===== src/rtl/cell_writer.sv =====
// Read-modify-write of a single arena cell over the arena's synchronous port B.
// Supports forced set/clear and in-place toggle; one operation every four cycles.
module cell_writer #(
    parameter int ARENA_WIDTH  = 10,
    parameter int ARENA_HEIGHT = 10
) (
    input  logic                   clk,
    input  logic                   reset,
    input  logic                   start,
    output logic                   ready,
    input  logic [9:0]             cell_column,
    input  logic [9:0]             cell_row,
    input  logic                   cell_value,
    input  logic                   cell_toggle,
    output logic                   range_error,
    output logic [9:0]             arena_row_select,
    input  logic [ARENA_WIDTH-1:0] arena_columns,
    output logic [ARENA_WIDTH-1:0] arena_columns_out,
    output logic                   arena_write
);

    typedef enum logic [1:0] {
        IDLE   = 2'd0,
        READ   = 2'd1,
        MODIFY = 2'd2,
        WRITE  = 2'd3
    } state_t;

    localparam logic [9:0] COL_LIMIT = 10'(ARENA_WIDTH);
    localparam logic [9:0] ROW_LIMIT = 10'(ARENA_HEIGHT);

    state_t                 state_q, state_d;
    logic                   ready_q;
    logic                   range_err_q;
    logic [9:0]             col_q;
    logic [9:0]             row_q;
    logic                   val_q;
    logic                   tog_q;
    logic [ARENA_WIDTH-1:0] new_row_q, new_row_d;
    logic                   accept;
    logic                   in_range;
    logic [ARENA_WIDTH-1:0] mask;

    assign accept   = start && ready_q;
    assign in_range = (cell_column < COL_LIMIT) && (cell_row < ROW_LIMIT);

    always_ff @(posedge clk) begin
        if (reset) begin
            state_q <= IDLE;
        end else begin
            state_q <= state_d;
        end
    end

    always_comb begin
        state_d = state_q;
        case (state_q)
            IDLE:    if (accept && in_range) state_d = READ;
            READ:    state_d = MODIFY;
            MODIFY:  state_d = WRITE;
            WRITE:   state_d = IDLE;
            default: state_d = IDLE;
        endcase
    end

    always_comb begin
        arena_write       = (state_q == WRITE);
        ready             = ready_q;
        range_error       = range_err_q;
        arena_row_select  = row_q;
        arena_columns_out = new_row_q;
    end

    always_comb begin
        mask = {{(ARENA_WIDTH-1){1'b0}}, 1'b1} << col_q;
        if (tog_q) begin
            new_row_d = arena_columns ^ mask;
        end else if (val_q) begin
            new_row_d = arena_columns | mask;
        end else begin
            new_row_d = arena_columns & ~mask;
        end
    end

    // Target is only captured for in-range requests, so the RAM is never
    // addressed with a row it does not have.
    always_ff @(posedge clk) begin
        if (reset) begin
            ready_q     <= 1'b1;
            range_err_q <= 1'b0;
            col_q       <= '0;
            row_q       <= '0;
            val_q       <= 1'b0;
            tog_q       <= 1'b0;
            new_row_q   <= '0;
        end else begin
            range_err_q <= accept && !in_range;
            if (accept && in_range) begin
                col_q   <= cell_column;
                row_q   <= cell_row;
                val_q   <= cell_value;
                tog_q   <= cell_toggle;
                ready_q <= 1'b0;
            end
            if (state_q == MODIFY) begin
                new_row_q <= new_row_d;
            end
            if (state_q == WRITE) begin
                ready_q <= 1'b1;
            end
        end
    end

endmodule


===== config.mk =====
export PLATFORM = sky130hd
export DESIGN_NAME = cell_writer
export DESIGN_NICKNAME = d
export VERILOG_FILES = /design/src/rtl/cell_writer.sv
export SDC_FILE = /design/constraint.sdc
export NUM_CORES = 1
export LEC_CHECK = 0
export CAP_MARGIN = 20
export CORE_MARGIN = 2
export CORE_UTILIZATION = 55
export CTS_CLUSTER_DIAMETER = 30
export DETAILED_ROUTE_END_ITERATION = 7
export DONT_BUFFER_PORTS = 1
export PLACE_DENSITY = 0.7
export SLEW_MARGIN = 20
export SYNTH_ARGS = -nofsm -noshare
export SYNTH_HDL_FRONTEND = slang
export SYNTH_SLANG_ARGS = --single-unit

===== constraint.sdc =====
create_clock -name clk -period 2.4 [get_ports clk]
set_input_delay 0.24 -clock clk [delete_from_list [all_inputs] [get_ports clk]]
set_output_delay 0.24 -clock clk [all_outputs]
set_load 0.1 [all_outputs]

==> flow_summary.ini <==
[run_status]
status = finished, violations left
violations = DRC

[worst_setup_path]
worst_ep_required_time_ps = 2690
crit_fanout = 12
reg2regPathDepth = 6
endpoint_kind = register
critPathKind = register to register
start_kind = register
worst_ep_arrival_time_ps = 2230

[synthesis]
yosys.cell_count.top_type = dfxtp_1
ys_warn_count = 0
synth_nets = 231
async_flop_share = 0
post-synth-top-area-cell = dfxtp_1
ys_ff_latch = 36
synth_edf_count = 0
yosysUniqueCellTypes = 33
syn_area_per_cell_um2 = 8.64
synth_commonest_cells = 36 x dfxtp_1, 23 x a21oi_1, 14 x o21ai_0, 13 x nand4_1, 13 x nor3b_1
syn_area_um2 = 1660
ys.flop_type = dfxtp_1
synth_top_cells_by_area = dfxtp_1 43%, a21oi_1 6.9%, nor3b_1 5.9%
synth_cells = 192
synth_seq_area_share = 0.434
yosysTopAreaCellShare = 0.434

[sta]
slew_viol_final = 0
finalCriticalPeriod_ps = 1940
fin_skew_ps = 9.69
setup-tns-final_ps = 0
max_freq_mhz = 516
hold_viol = 0
timing.slew.headroom = 0.364
tightest_slew_ps = 953
setup_viol = 0
post-route-period-util = 0.808
grt_setup_unrepaired = no

[floorplan]
die_h_um = 58.9
start_util = 0.591
ios = 58
die-area_um2 = 3470
die_w_um = 58.9
core.rowCount = 19
core_um2 = 2810

[layout]
drive_above_1_share = 0.152
area_growth_pct = 12.7
final_area_um2 = 1870
fin_nets = 249
fin_cells = 241
diodes = 0

[detailed_routing]
routed_wl_um = 3820
drtPass1Iterations = 8
routedWlPerCell_um = 15.8
drc = 3
drt_iter0_drc = 71
ant_nets = 0
vias = 1523
viasPerCell = 6.32

[power_and_ir_drop]
total_leakage_power_nw = 0.688
power_density_nw_per_um2 = 556
vdd_drop_max_v = 0.000532

[global_routing]
grtUsageTotal = 0.234
grt_overflow = 0
grt_pass1_wl_um = 6150
grt_pass1_vias = 1411
grt_max_degree = 25
antenna_found_initial = 0

[placed_design]
place_area_um2 = 1810
dp_hpwl_um = 2700
place_congestion = 0.885
dp_cells = 233
numPortBuffers = 0

[clock_tree]
post_cts_buffers = 0
cts_hold_buf = 1
htree_levels = 2
tritoncts = yes
cts_buffer_depth = 2
clk_latency_ps = 340
cts-resized-gates = 0
cts_sinks = 36
clk_pin_slew_ps = 100
root_buffer = clkbuf_4
numCtsBuffers = 5

[hold_path]
hold_path_class = primary input to register
hold_path_depth = 2

[run]
max-cap-violations = 0
final timing paths:
kind	from	to	slack, ps
max	state_q[0]$_SDFFE_PP0P_	arena_columns_out[2]$_SDFFE_PP0P_	460
min	cell_column[2]	col_q[2]$_SDFFE_PP0P_	30
max reg2reg	state_q[0]$_SDFFE_PP0P_	arena_columns_out[2]$_SDFFE_PP0P_	460
min reg2reg	arena_columns_out[1]$_SDFFE_PP0P_	arena_columns_out[1]$_SDFFE_PP0P_	470
cells by family (layout without fill, tap and decap cells):
family | Yosys count | after routing | share of synthesized area
AND/OR/NAND/NOR | 77 | 77 | 0.276
multiplexers | 2 | 2 | 0.0121
adder cells (fa/ha/maj) | 4 | 4 | 0.0302
AO/OA/AOI/OAI | 58 | 58 | 0.210
flip-flops | 36 | 36 | 0.434
buffers and inverters | 15 | 33 | 0.0370
worst max-delay path, stage by stage, from the launching register on:
cell	delay [ps]
dfxtp_1	340
inv_1	100
ha_1	380
nand2b_1	220
or3_1	430
a211oi_1	270
a311o_1	150
final cells by class:
| type | count | area [µm²] |
|---|---|---|
| Clock buffer | 6 | 41.3 |
| Clock inverter | 1 | 5.00 |
| Fill cell | 234 | 936 |
| Inverter | 3 | 11.3 |
| Multi-Input combinational cell | 141 | 877 |
| Sequential cell | 36 | 721 |
| Tap cell | 31 | 38.8 |
| Timing Repair Buffer | 23 | 175 |
sequential cells by signal, summed over array words and instances, names as in the netlist:
name / count
arena_columns_out: 10
arena_row_select: 10
col_q: 10
range_error: 1
ready: 1
state_q: 2
tog_q: 1
val_q: 1
power breakdown:
part           total, mW  switching (mW)  leakage [nW]  internal (mW)
Clock              0.300           0.193        0.0281          0.108
Combinational      0.111          0.0733         0.370         0.0375
Sequential         0.629          0.0182         0.290          0.610
Total               1.04           0.284         0.688          0.756
metrics by stage:
| stage | hold slack [ps] | worst slack [ps] | util | power, mW |
|---|---|---|---|---|
| 6_report | 34.7 | 460 | 0.666 | 1.04 |
| 5_1_grt | 24.7 | 300 | 0.666 | 1.08 |
| 4_1_cts | 23.6 | 516 | 0.666 | 1.05 |
| 3_5_place_dp | 315 | 532 | 0.646 | 0.746 |
| 3_3_place_gp | 314 | 636 | 0.646 | 0.738 |
| 2_1_floorplan | 393 | 463 | - | 0.731 |
layout by cell type (no fill, tap or decap), types with 3 or more instances in the layout:
cell type,synthesis,routed
clkbuf_4,0,5
a21oi_1,23,23
o21ai_0,14,14
ha_1,4,4
nor4_1,4,4
nor2b_1,3,3
nand2_1,10,10
a311o_1,4,4
o21ai_1,4,4
and3_1,3,3
buf_4,1,22
nand2b_1,6,6
o31ai_1,5,5
nand4_1,13,13
nand3_1,7,7
inv_1,3,3
nor3b_1,13,13
dfxtp_1,36,36
nor2_1,8,8
a211oi_1,3,3
metal layers:
layer,vias to the layer above,track usage,wire (µm)
li1,758,-,-
met1,700,0.273,1570
met2,61,0.387,1920
met3,4,0.0835,293
met4,0,0.0974,33
met5,-,0,0
Power figures use the tool's default switching activity.
